**config.mk**
```make
export PLATFORM = sky130hd
export DESIGN_NAME = phase_timer_flat
export DESIGN_NICKNAME = d
export VERILOG_FILES = /design/src/rtl/traffic_pkg.sv /design/src/rtl/phase_timer_if.sv /design/src/rtl/phase_timer_dur_lut.sv /design/src/rtl/phase_timer.sv /design/src/flat_wrapper.sv
export SDC_FILE = /design/constraint.sdc
export NUM_CORES = 1
export LEC_CHECK = 0
export ABC_AREA = 1
export BUFFER_PORTS_ARGS = -buffer_cell sky130_fd_sc_hd__buf_2
export CORE_UTILIZATION = 52
export DETAILED_ROUTE_END_ITERATION = 10
export PLACE_DENSITY = 0.84
export SLEW_MARGIN = 5
export SYNTH_ARGS = -nofsm -noshare
export SYNTH_HDL_FRONTEND = slang
export SYNTH_SLANG_ARGS = --single-unit
```
**constraint.sdc**
```tcl
create_clock -name clock_div -period 2.4 [get_ports clock_div]
set_clock_uncertainty 0.05 [all_clocks]
set_input_delay 0 -clock clock_div [delete_from_list [all_inputs] [get_ports clock_div]]
set_output_delay 0 -clock clock_div [all_outputs]
set_load 0.02 [all_outputs]
```
**src/rtl/traffic_pkg.sv**
```systemverilog
// Shared encodings for the light sequencer: phases, timer states, phase successor.
package traffic_pkg;
   localparam int CW = 4;

   localparam logic [1:0] PH_0 = 2'b00;
   localparam logic [1:0] PH_1 = 2'b01;
   localparam logic [1:0] PH_2 = 2'b10;

   typedef enum logic [1:0] {
      S_RUN  = 2'd0,
      S_HOLD = 2'd1,
      S_SYNC = 2'd2
   } state_t;

   // The unused phase code 2'b11 behaves as PH_0, so its successor is PH_1.
   function automatic logic [1:0] nxt(input logic [1:0] p);
      unique case (p)
         PH_0:    nxt = PH_1;
         PH_1:    nxt = PH_2;
         PH_2:    nxt = PH_0;
         default: nxt = PH_1;
      endcase
   endfunction
endpackage

```
**src/rtl/phase_timer_if.sv**
```systemverilog
// Phase timer <-> light FSM signal bundle; master is the FSM side.
interface phase_timer_if import traffic_pkg::*; #(
   parameter int RW = 8
) ();
   logic [1:0]    phase;
   logic          pause;
   logic [CW-1:0] count;
   logic          expired;
   logic          resync;
   logic          paused;
   logic [RW-1:0] round_cnt;

   modport master (
      output phase, pause,
      input  count, expired, resync, paused, round_cnt
   );

   modport slave (
      input  phase, pause,
      output count, expired, resync, paused, round_cnt
   );
endinterface

```
**src/rtl/phase_timer_dur_lut.sv**
```systemverilog
// Phase -> reload duration lookup; 2'b11 falls back to the phase-0 duration.
module dur_lut import traffic_pkg::*; #(
   parameter int DUR0 = 5,
   parameter int DUR1 = 2,
   parameter int DUR2 = 3
) (
   input  logic [1:0]    phase,
   output logic [CW-1:0] dur
);
   always_comb begin
      dur = CW'(DUR0);
      unique case (phase)
         PH_1:    dur = CW'(DUR1);
         PH_2:    dur = CW'(DUR2);
         default: dur = CW'(DUR0);
      endcase
   end
endmodule

```
**src/rtl/phase_timer.sv**
```systemverilog
// Per-phase countdown for the light FSM with pause, desync recovery and round counting.
module phase_timer import traffic_pkg::*; #(
   parameter int DUR0 = 5,
   parameter int DUR1 = 2,
   parameter int DUR2 = 3,
   parameter int RW   = 8
) (
   input  logic         clock_div,
   input  logic         reset,
   phase_timer_if.slave bus
);
   state_t        state_q, state_d;
   logic [CW-1:0] count_q, count_d;
   logic [1:0]    exp_q, exp_d;
   logic          resync_q, resync_d;
   logic [RW-1:0] round_q, round_d;

   logic [CW-1:0] dur_cur, dur_nxt;
   logic [1:0]    nxt_ph;
   logic          mismatch;

   assign nxt_ph = nxt(bus.phase);

   dur_lut #(.DUR0(DUR0), .DUR1(DUR1), .DUR2(DUR2)) u_dur_cur (
      .phase (bus.phase),
      .dur   (dur_cur)
   );

   dur_lut #(.DUR0(DUR0), .DUR1(DUR1), .DUR2(DUR2)) u_dur_nxt (
      .phase (nxt_ph),
      .dur   (dur_nxt)
   );

   // A phase change is only legitimate on the expiry edge; anything else is a desync.
   assign mismatch = (bus.phase != exp_q) && ((count_q != '0) || (state_q != S_RUN));

   always_ff @(posedge clock_div or negedge reset) begin
      if (!reset) begin
         state_q  <= S_RUN;
         count_q  <= CW'(DUR0);
         exp_q    <= PH_0;
         resync_q <= 1'b0;
         round_q  <= '0;
      end else begin
         state_q  <= state_d;
         count_q  <= count_d;
         exp_q    <= exp_d;
         resync_q <= resync_d;
         round_q  <= round_d;
      end
   end

   always_comb begin
      state_d  = state_q;
      count_d  = count_q;
      exp_d    = exp_q;
      resync_d = 1'b0;
      round_d  = round_q;
      if (mismatch) begin
         count_d  = dur_cur;
         exp_d    = bus.phase;
         resync_d = 1'b1;
         state_d  = S_SYNC;
      end else begin
         unique case (state_q)
            S_RUN: begin
               // Pause outranks expiry so the FSM never advances while held.
               if (bus.pause) begin
                  state_d = S_HOLD;
               end else if (count_q == '0) begin
                  count_d = dur_nxt;
                  exp_d   = nxt_ph;
                  if (bus.phase == PH_2) round_d = round_q + RW'(1);
               end else begin
                  count_d = count_q - CW'(1);
               end
            end
            S_HOLD:  if (!bus.pause) state_d = S_RUN;
            S_SYNC:  state_d = bus.pause ? S_HOLD : S_RUN;
            default: state_d = S_RUN;
         endcase
      end
   end

   assign bus.count     = count_q;
   assign bus.expired   = (state_q == S_RUN) && (count_q == '0);
   assign bus.resync    = resync_q;
   assign bus.paused    = (state_q == S_HOLD);
   assign bus.round_cnt = round_q;
endmodule

```
**src/flat_wrapper.sv**
```systemverilog
// flat-port wrapper written by rule: the top's interface ports become plain ports
module phase_timer_flat import traffic_pkg::*;
#(
   parameter int DUR0 = 5,
   parameter int DUR1 = 2,
   parameter int DUR2 = 3,
   parameter int RW   = 8
)
  (clock_div, reset, bus_phase, bus_pause, bus_count, bus_expired, bus_resync, bus_paused, bus_round_cnt);
  phase_timer_if #(.RW(RW)) bus_i ();
  input  logic clock_div;
  input  logic reset;
  input wire logic [$bits(bus_i.phase)-1:0] bus_phase;
  input wire logic [$bits(bus_i.pause)-1:0] bus_pause;
  output wire logic [$bits(bus_i.count)-1:0] bus_count;
  output wire logic [$bits(bus_i.expired)-1:0] bus_expired;
  output wire logic [$bits(bus_i.resync)-1:0] bus_resync;
  output wire logic [$bits(bus_i.paused)-1:0] bus_paused;
  output wire logic [$bits(bus_i.round_cnt)-1:0] bus_round_cnt;
  assign bus_i.phase = bus_phase;
  assign bus_i.pause = bus_pause;
  assign bus_count = bus_i.count;
  assign bus_expired = bus_i.expired;
  assign bus_resync = bus_i.resync;
  assign bus_paused = bus_i.paused;
  assign bus_round_cnt = bus_i.round_cnt;
  phase_timer #(.DUR0(DUR0), .DUR1(DUR1), .DUR2(DUR2), .RW(RW)) u_core (.clock_div(clock_div), .reset(reset), .bus(bus_i));
endmodule
```
==> results of run 1 <==
==> path summary, 6_finish.rpt <==
path / startpoint / endpoint / slack [ns] / cells after the start
max: u_core.bus.count[0] / u_core.exp_q[0] / 0.73 / 10
max reg2reg: u_core.bus.count[0] / u_core.exp_q[0] / 0.73 / 10
min in group asynchronous: reset / u_core.bus.round_cnt[3] / 0.10 / 2
min reg2reg: u_core.bus.round_cnt[0] / u_core.bus.round_cnt[0] / 0.48 / 1
max in group asynchronous: reset / u_core.bus.count[0] / 1.88 / 2
min: bus_phase[1] / u_core.exp_q[1] / 0.05 / 5
==> placed cells by master (no fill, tap or decap), drive strengths merged, types with 3 or more instances in the layout <==
cell type,instances
nand2,51
inv,24
buf,19
nand3,17
dfrtp,15
o21ai,9
nor2,8
ha,6
clkbuf,4
xnor2,3
==> worst max-delay path, cell delays in order (launching register included) <==
cell	delay, ns
dfstp_2	0.57
inv_1	0.06
ha_1	0.23
inv_1	0.12
nor2_4	0.05
nand3_2	0.10
nand2_4	0.12
inv_2	0.11
nand2_1	0.05
nand2_1	0.06
nand2_1	0.05
==> sequential cells by signal (all words and copies together), names as in the netlist <==
register              cells
u_core.bus.resync         1
u_core.state_q            2
u_core.exp_q              2
u_core.bus.round_cnt      8
u_core.bus.count          4
==> cells by family after synthesis <==
logic type      synth area share, %
buf+inv                        9.91
compound gates                 4.73
fa+ha+maj                      6.76
xor+xnor                       3.94
simple gates                   36.1
flops                          38.5
==> area by class of cell <==
class	count	area [um2]	share of cell area, %
clock buffers	4	26.3	2.06
repair buffers	21	115	9.03
well taps	27	33.8	2.65
multi-input cells	100	573	44.9
inverters	25	98.8	7.75
flip-flops and latches	17	428	33.6
==> repair_timing <==
| action | in CTS | in global routing |
|---|---|---|
| hold endpoints to repair | 18 | 0 |
| hold buffers | 2 | 0 |
| gates resized for setup | 0 | 0 |
==> routing by layer <==
layer	wire (um)	part of all wire, %	track usage [%]	vias to the layer above
met4	33	1.6	10.0	0
met1	940	44	27.6	443
met2	1090	51	34.1	18
li1	-	-	-	493
met5	0	0	0	-
met3	63	3.0	4.44	4
==> power groups by stage <==
stage | sequential, W | combinational [W] | clock (W)
3_5_place_dp | 0.000489 | 0.000557 | 0
5_1_grt | 0.000501 | 0.000627 | 0.000173
6_report | 0.000485 | 0.000554 | 0.000151
4_1_cts | 0.000487 | 0.000559 | 0.000157
3_3_place_gp | 0.000483 | 0.000539 | 0
2_1_floorplan | 0.000548 | 0.000360 | 0
==> per-stage QoR <==
stage,instance area [um2],total power (W),setup slack (ns),instances
after floorplan,1110,0.000908,0.782,143
after global placement,1230,0.00102,0.827,188
after detailed placement,1230,0.00105,0.749,188
after CTS,1270,0.00120,0.736,194
after global routing,1270,0.00130,0.637,194
final,1270,0.00119,0.733,194
==> metrics.md, run 1 <==
| Metric | Value |
|---|---|
| Slew Limit Headroom | 74.3% |
| PD cells | 933 nW/um2 |
| Synthesis-stage register bit count | 17 |
| Largest cells by area after synthesis | dfrtp_1 (34%), nand2_1 (14%), nand3_1 (7.2%) |
| Ports | 20 |
| Worst-Margin Slew | 0.386 ns |
| Gr usage total | 21.3% |
| PortBufs | 19 |
| CP startpoint kind | flop |
| CTS root buf | clkbuf_4 |
| Fmax | 600 MHz |
| Core Area | 1980 um2 |
| Worst-path clk slew | 0.09 ns |
| Skew-Pair Late Insertion Delay | 0.28 ns |
| Vias in the first global route | 787 |
| Commonest cells post-synth | nand2_1 (42), inv_1 (21), nand3_1 (16) |
| Critical setup path kind | flop to flop |
| Area grow syn2layout | 14.8% |
| Leak Pwr | 0.715 nW |
| WL per Instance | 11.0 um |
| Final period util | 69.5% |
| Sw power | 0.000544 W |
| Synth Warn # | 0 |
| Post-synthesis sequential area ratio | 38.5% |
| EDFF count, synth | 0 |
| Setup Total Neg Slack | 0 ns |
| Mapped Area | 1110 um2 |
| Die height | 48.2 um |
| Final Max Slew Viols | 0 |
| Chip Width | 48.2 um |
| GRT overflow | 0 |
| FP Rows | 16 |
| CTS tree | done |
| First DRT Iteration DRCs | 20 |
| Final hold vios | 0 |
| Largest net degree at the start of global routing | 18 |
| CTS Buf Count | 3 |
| CTS Buffer Depth | 2 |
| Outcome | finished clean |
| Share of power burned in combinational logic | 46.6% |
| Die area | 2330 um2 |
| Mean post-synth cell area | 7.77 um2 |
| Peak supply drop | 502 uV |
| Count leader, synth | nand2_1 |
| Cell taking the most area after synthesis | dfrtp_1 |
| Final setup violation count | 0 |
| Final ANT Viol Nets | 0 |
| RSZ-0062 raised after global routing | false |
| Global placer's final weighted congestion | 0.746 |
| Worst Path Required | 2.54 ns |
| Initial antenna violation count | 0 |
| Post-Syn Nets | 154 |
| Sw frac | 45.7% |
| Synth unique cells | 23 |
| Arrival time worst endpoint | 1.80 ns |
| Filler cell count in the final layout | 183 |
| First-pass GRT wire length | 3.31 mm |
| Mapped Cells | 143 |
| Layout cell share with drive strength beyond 1 | 26.3% |
| CTS HTree Levels | 1 |
| Internal | 0.000646 W |
| Tightest hold margin | 0.0454 ns |
| Antenna diode count | 0 |
| Finished Core Util | 64.3% |
| Async S/R FF share, synth | 100% |
| Post-CTS setup buffers | 0 |
| Initial Util | 56.1% |
| Clock power share | 12.7% |
| Synth top area share | 33.8% |
| Sequential power share | 40.8% |
| Ys flop type | dfrtp_1 |
| Via count | 958 |
| Endpoint class of the critical path | flop |
| Fin crit period | 1.67 ns |
| DRC | 0 |
| Clock Sinks | 17 |
| Layout Nets | 179 |
| Max Cap Viol | 0 |
| HPWL Detailed | 1.64 mm |
| Initial DRT Pass Iterations | 4 |
| Hold crit path type | input pin to flop |
| CP Max Fanout | 15 |
| Final wirelength | 2.13 mm |
| Vias/cell | 4.94 |
No activity file was read; power rests on OpenSTA's default activity.
==> inputs of run 2 (changes only) <==
--- a/config.mk
+++ b/config.mk
@@ -7,9 +7,9 @@
 export LEC_CHECK = 0
 export ABC_AREA = 1
 export BUFFER_PORTS_ARGS = -buffer_cell sky130_fd_sc_hd__buf_2
-export CORE_UTILIZATION = 52
+export CORE_UTILIZATION = 49
 export DETAILED_ROUTE_END_ITERATION = 10
-export PLACE_DENSITY = 0.84
+export PLACE_DENSITY = 0.83
 export SLEW_MARGIN = 5
 export SYNTH_ARGS = -nofsm -noshare
 export SYNTH_HDL_FRONTEND = slang
==> constraint.sdc (replaced) <==
create_clock -name clock_div -period 1.5 [get_ports clock_div]
set_clock_uncertainty 0.05 [all_clocks]
set_input_delay 0 -clock clock_div [delete_from_list [all_inputs] [get_ports clock_div]]
set_output_delay 0 -clock clock_div [all_outputs]
set_load 0.02 [all_outputs]
==> metrics.md, run 2 (synthesized netlist as in run 1, its figures left out) <==
| Metric | Value |
|---|---|
| Outcome | finished clean |
| Layout cell share with drive strength beyond 1 | 34.5% (+8.1 points) |
| Filler cell count in the final layout | 189 (+3.3%) |
| CP Max Fanout | 7 (-8) |
| Vias in the first global route | 1035 (+32%) |
| Hold_sp | bus_phase[0] |
| Setup Total Neg Slack | 0 ns (unchanged) |
| Finished Core Util | 69.4% (+5.1 points) |
| Internal | 0.00121 W (+87%) |
| Core Area | 2040 um2 (+3.0%) |
| Routed wl met3 | 123 um (+95%) |
| Fmax | 673 MHz (+12%) |
| Initial DRT Pass Iterations | 4 (unchanged) |
| CTS HTree Levels | 1 (unchanged) |
| Gr usage total | 22.8% (+1.5 points) |
| Worst Path Buf+Inv | 3 (unchanged) |
| PortBufs | 19 (unchanged) |
| Most frequent cells in the layout | nand2_1 (41), inv_1 (18), buf_2 (18), dfrtp_1 (15), nand3_1 (14) |
| Routed met1 length | 1.04 mm (+11%) |
| Worst Path Required | 1.69 ns (-0.85 ns) |
| Share of power burned in combinational logic | 54.9% (+8.3 points) |
| R2R setup slack | 0.01 ns (-0.72 ns) |
| Max Cap Viol | 0 (unchanged) |
| Antenna diode count | 0 (unchanged) |
| HPWL Detailed | 1.72 mm (+4.8%) |
| Arrival time worst endpoint | 1.68 ns (-0.12 ns) |
| WL per Instance | 12.0 um (+9.8%) |
| Max reg flops | 8 (unchanged) |
| Hold crit path type | input pin to flop |
| CTS root buf | clkbuf_4 |
| Leak Pwr | 0.790 nW (+11%) |
| Initial antenna violation count | 0 (unchanged) |
| Critical-path cell list | inv_2 > ha_4 > inv_4 > nor2_4 > nand3_4 > nand2_4 > buf_6 > nand2_1 > nand3_1 > nand2_1 |
| CTS Buf Count | 3 (unchanged) |
| Top sig layer | met4 |
| Clock power share | 10.8% (-1.9 points) |
| Clock Sinks | 17 (unchanged) |
| Initial Util | 54.4% (-1.6 points) |
| Area grow syn2layout | 27.6% |
| Sw frac | 45.6% (-0.071 points) |
| R2R cell count | 10 (unchanged) |
| End of the worst register-to-register path | u_core.bus.count[2] |
| Worst-path clk slew | 0.09 ns (about the same) |
| Ports | 20 (unchanged) |
| Via count | 1053 (+9.9%) |
| Skew-Pair Late Insertion Delay | 0.29 ns (about the same) |
| Peak supply drop | 1260 uV (+150%) |
| Tightest hold margin | 0.0694 ns (+0.0240 ns) |
| Slew Limit Headroom | 75.1% (+0.80 points) |
| PD cells | 1570 nW/um2 (+68%) |
| Chip Width | 49.6 um (+2.9%) |
| Final hold vios | 0 (unchanged) |
| Endpoint class of the critical path | flop |
| CP most frequent cell | nand2_1 |
| Worst flop-to-flop path startpoint | u_core.bus.count[0] |
| Final ANT Viol Nets | 0 (unchanged) |
| Final setup violation count | 0 (unchanged) |
| Slowest stage delay, CP | 0.55 ns (-0.02 ns) |
| First-pass GRT wire length | 4.30 mm (+30%) |
| Die height | 49.6 um (+2.9%) |
| Layout Nets | 189 (+5.6%) |
| Largest net degree at the start of global routing | 18 (unchanged) |
| Final Max Slew Viols | 0 (unchanged) |
| GRT overflow | 0 (unchanged) |
| CTS tree | done |
| RSZ-0062 raised after global routing | true |
| Met2 WL post-DR | 1.22 mm (+12%) |
| Critical setup path kind | flop to flop |
| Sequential power share | 34.3% (-6.5 points) |
| DRC | 0 (unchanged) |
| Worst hold path cell count | 5 (unchanged) |
| Final period util | 99.1% (+30 points) |
| Fin crit period | 1.49 ns (-0.181 ns) |
| Worst-Margin Slew | 0.374 ns (-0.0120 ns) |
| Hold EP | u_core.exp_q[0] |
| Final wirelength | 2.45 mm (+15%) |
| Global placer's final weighted congestion | 0.850 (+14%) |
| CP max-delay cell | dfstp_2 |
| Commonest non-fill, non-tap cell in the layout | nand2_1 |
| Sw power | 0.00101 W (+87%) |
| Crit. Startpoint | u_core.bus.count[0] |
| CP startpoint kind | flop |
| FP Rows | 16 (unchanged) |
| First DRT Iteration DRCs | 25 (+25%) |
| Vias/cell | 5.16 (+4.5%) |
| CTS Buffer Depth | 2 (unchanged) |
| Die area | 2460 um2 (+5.9%) |
| Top delay family on crit path | flip-flops |
## run 2: cell count changes in the layout (fill, tap and decap cells not counted), moves of 2 or more
cell | previous run | this run
nand3_1 | 16 | 14
buf_4 | 0 | 8
nand2_2 | 8 | 6
inv_4 | 0 | 2
inv_1 | 21 | 18
buf_6 | 0 | 2
nand2_4 | 1 | 4
## run 2: area by class of cell
class | instances | area (um2) | area share (%)
Timing Repair Buffer | 30 | 193 | 13.6
Tap cell | 27 | 33.8 | 2.38
Inverter | 25 | 104 | 7.33
Multi-Input combinational cell | 101 | 633 | 44.7
Sequential cell | 17 | 428 | 30.2
Clock buffer | 4 | 26.3 | 1.85
## run 2: worst register-to-register path: stages, from the launching register on
cell and delay, ns:
dfstp_2 0.55, inv_2 0.05, ha_4 0.17, inv_4 0.06, nor2_4 0.04, nand3_4 0.09
nand2_4 0.09, buf_6 0.15, nand2_1 0.05, nand3_1 0.06, nand2_1 0.06
## run 2: timing repair
action                                  4_1_cts  5_1_grt
hold buffers                                  2        0
endpoints found under the hold margin        18        0
cloned                                        0        1
pin swaps                                     1        6
endpoints found under the setup margin        3       15
setup buffers                                 4        3
gates resized for setup                       3       10
## run 2: how the worst max path moves through the flow
stage,to,slack (ns),cells past startpoint
2_1_floorplan,u_core.bus.count[1],0.006,9
4_1_cts,bus_expired,0.01,7
3_3_place_gp,u_core.exp_q[0],0.06,10
6_report,u_core.bus.count[2],0.01,10
5_1_grt,u_core.exp_q[0],-0.04,9
3_5_place_dp,u_core.exp_q[1],-0.008,10
## run 2: power groups by stage
stage          clock, W  combinational [W]  sequential (W)
2_1_floorplan         0           0.000624        0.000881
3_3_place_gp          0           0.000973        0.000756
3_5_place_dp          0            0.00102        0.000767
4_1_cts        0.000251            0.00111        0.000758
5_1_grt        0.000270            0.00134        0.000781
6_report       0.000241            0.00122        0.000763
## run 2: through the flow
stage               setup slack (ns)  total power [W]  instance area, um2  cells
floorplan                    0.00628          0.00151                1130    143
finish                        0.0134          0.00223                1420    204
global placement              0.0649          0.00173                1270    190
CTS                           0.0141          0.00212                1350    200
global route                 -0.0436          0.00240                1420    204
detailed placement          -0.00762          0.00178                1270    190
## run 2: routing by layer
| layer | GRT usage [%] | vias to the layer above |
|---|---|---|
| met2 | 39.9 | 35 |
| met3 | 2.78 | 9 |
| met4 | 9.05 | 0 |
| met1 | 28.3 | 489 |
| li1 | - | 520 |
| met5 | 0 | - |
==> inputs of run 3 (changes only) <==
--- a/config.mk
+++ b/config.mk
@@ -7,9 +7,11 @@
 export LEC_CHECK = 0
 export ABC_AREA = 1
 export BUFFER_PORTS_ARGS = -buffer_cell sky130_fd_sc_hd__buf_2
-export CORE_UTILIZATION = 49
+export CELL_PAD_IN_SITES_DETAIL_PLACEMENT = 1
+export CELL_PAD_IN_SITES_GLOBAL_PLACEMENT = 1
+export CORE_UTILIZATION = 36
 export DETAILED_ROUTE_END_ITERATION = 10
-export PLACE_DENSITY = 0.83
+export PLACE_DENSITY = 0.84
 export SLEW_MARGIN = 5
 export SYNTH_ARGS = -nofsm -noshare
 export SYNTH_HDL_FRONTEND = slang
==> metrics.md, run 3 (synthesized netlist as in run 1, its figures left out) <==
| Metric | Value |
|---|---|
| Final wirelength | 3.20 mm (+30%) |
| Worst hold path cell count | 5 (unchanged) |
| CTS Buf Count | 3 (unchanged) |
| Hold_sp | bus_phase[1] |
| Final setup violation count | 4 (+4) |
| Sw frac | 47.8% (+2.2 points) |
| FP Rows | 19 (+3) |
| Initial DRT Pass Iterations | 7 (+3) |
| Via count | 1062 (+0.85%) |
| Clock power share | 11.1% (+0.3 points) |
| Arrival time worst endpoint | 1.67 ns (about the same) |
| HPWL Detailed | 2.10 mm (+22%) |
| Final Instance Area | 1430 um2 (+0.53%) |
| R2R cell count | 9 (-1) |
| Final hold vios | 0 (unchanged) |
| Layout Nets | 189 (unchanged) |
| Slew Limit Headroom | 74.4% (-0.68 points) |
| Sw power | 0.00112 W (+10%) |
| CP max-delay cell | dfstp_2 |
| Total chip power | 0.00233 W (+4.9%) |
| Die area | 3310 um2 (+35%) |
| CTS tree | done |
| Hold crit path type | input pin to flop |
| Initial antenna violation count | 0 (unchanged) |
| Setup slack after layout | -0.0291 ns (-0.0426 ns) |
| Fin crit period | 1.53 ns (+0.0426 ns) |
| Peak supply drop | 697 uV (-45%) |
| Final period util | 102% (+2.8 points) |
| Final ANT Viol Nets | 0 (unchanged) |
| Hold EP | u_core.exp_q[1] |
| Violated checks | design-rule violations, negative setup slack |
| Placement Cell Area | 1270 um2 (+0.40%) |
| Worst-Margin Slew | 0.384 ns (+0.0101 ns) |
| Critical-path cell list | inv_2 > ha_4 > inv_4 > nor2_4 > buf_4 > nand3_1 > o21ai_1 > nand3_2 > nand3_1 |
| First DRT Iteration DRCs | 33 (+32%) |
| Max Cap Viol | 0 (unchanged) |
| Global placer's final weighted congestion | 0.842 (-0.94%) |
| Register area | 428 um2 (unchanged) |
| Ports | 20 (unchanged) |
| Initial Util | 39.3% (-15 points) |
| DRC | 2 (+2) |
| Gr usage total | 21.0% (-1.9 points) |
| Vias in the first global route | 1087 (+5.0%) |
| Max reg flops | 8 (unchanged) |
| CTS root buf | clkbuf_4 |
| Layout cell share with drive strength beyond 1 | 36.7% (+2.3 points) |
| Worst-path clk slew | 0.11 ns (+0.02 ns) |
| CP Max Fanout | 3 (-4) |
| Internal | 0.00122 W (+0.60%) |
| Filler cell count in the final layout | 360 (+90%) |
| Endpoint class of the critical path | flop |
| Sequential power share | 33.6% (-0.7 points) |
| Slowest stage delay, CP | 0.55 ns (about the same) |
| Die height | 57.6 um (+16%) |
| Outcome | finished, violations left |
| CTS Buffer Depth | 2 (unchanged) |
| Worst Path Required | 1.64 ns (-0.05 ns) |
| First-pass GRT wire length | 5.12 mm (+19%) |
| CP most frequent cell | nand3_1 |
| R2R setup slack | -0.03 ns (-0.04 ns) |
| Worst flop-to-flop path startpoint | u_core.bus.count[0] |
| PortBufs | 19 (unchanged) |
| Vias/cell | 5.11 (-1.1%) |
| Chip Width | 57.6 um (+16%) |
| Core Area | 2830 um2 (+39%) |
| Leak Pwr | 0.774 nW (-2.1%) |
| CP startpoint kind | flop |
| GRT overflow | 0 (unchanged) |
| Antenna diode count | 0 (unchanged) |
| Fmax | 654 MHz (-2.8%) |
| WL per Instance | 15.4 um (+28%) |
| PD cells | 1640 nW/um2 (+4.3%) |
| Commonest non-fill, non-tap cell in the layout | nand2_1 |
| CTS HTree Levels | 1 (unchanged) |
| Final Max Slew Viols | 0 (unchanged) |
| Most frequent cells in the layout | nand2_1 (40), buf_2 (18), inv_1 (17), dfrtp_1 (15), nand3_1 (12) |
| Area grow syn2layout | 28.3% |
| Critical setup path kind | flop to flop |
| RSZ-0062 raised after global routing | true |
| Skew-Pair Late Insertion Delay | 0.30 ns (about the same) |
| Clock Sinks | 17 (unchanged) |
| Area occupied by multi-input gates | 633 um2 (unchanged) |
| End of the worst register-to-register path | u_core.bus.count[1] |
| Share of power burned in combinational logic | 55.3% (+0.4 points) |
| Largest net degree at the start of global routing | 18 (unchanged) |
-- run 3: cell count changes in the layout (fill, tap and decap cells not counted), moves of 2 or more --
cell | previous run | this run
nand3_1 | 14 | 12
nand2_4 | 4 | 0
nand2_2 | 6 | 11
nand3_2 | 2 | 4
-- run 3: cell type report --
type                    instances  share of cell area, %
multi-input cells             101                   44.4
flip-flops and latches         17                   30.0
repair buffers                 30                   13.5
inverters                      25                   7.46
well taps                      31                   2.72
clock buffers                   4                   1.84
-- run 3: critical path, delay by kind of cell, from the launching register on --
| kind | cells | cell delay (ns) |
|---|---|---|
| buffers and inverters | 3 | 0.24 |
| and+or+nand+nor | 4 | 0.29 |
| DFF | 1 | 0.55 |
| adders and majority gates | 1 | 0.17 |
| AOI/OAI and AO/OA | 1 | 0.12 |
-- run 3: timing repair --
item / in CTS / in global routing
buffers inserted: 2 / 5
gates resized for setup: 6 / 9
setup endpoints to repair: 3 / 11
hold endpoints to repair: 18 / 0
cloned: 1 / 0
pin swaps: 2 / 2
hold buffers: 2 / 0
-- run 3: worst max path at each step --
stage                        start                      end  cells past startpoint
2_1_floorplan  u_core.bus.count[0]      u_core.bus.count[1]                      9
3_3_place_gp   u_core.bus.count[0]          u_core.exp_q[0]                     10
3_5_place_dp   u_core.bus.count[0]          u_core.exp_q[1]                     10
4_1_cts        u_core.bus.count[0]  u_core.bus.round_cnt[1]                      8
5_1_grt        u_core.bus.count[0]      u_core.bus.count[1]                      9
6_report       u_core.bus.count[0]      u_core.bus.count[1]                      9
-- run 3: routing by layer --
layer	GRT usage (%)	up-vias	part of all wire (%)
met3	5.67	4	3.6
met4	7.67	0	1.1
met5	0	-	0
met1	24.9	529	43
met2	36.2	18	53
li1	-	511	-
-- run 3: stage by stage --
stage                     hold slack (ns)  setup TNS, ns  std cells  util, %  setup slack (ns)
after floorplan                    -0.346              0        143        -           0.00628
after global placement             -0.103              0        194     44.9            0.0574
after detailed placement           -0.100        -0.0769        194     44.9           -0.0464
after CTS                          0.0473       -0.00399        203     48.0          -0.00399
after global routing               0.0939         -0.844        208     50.4            -0.119
final                              0.0541        -0.0817        208     50.4           -0.0291
-- run 3: power by group through the flow --
stage	registers (W)	clock network [W]	logic, W
global placement	0.000764	0	0.000981
floorplan	0.000881	0	0.000624
CTS	0.000776	0.000262	0.00111
global route	0.000814	0.000285	0.00140
detailed placement	0.000775	0	0.00105
finish	0.000785	0.000259	0.00129
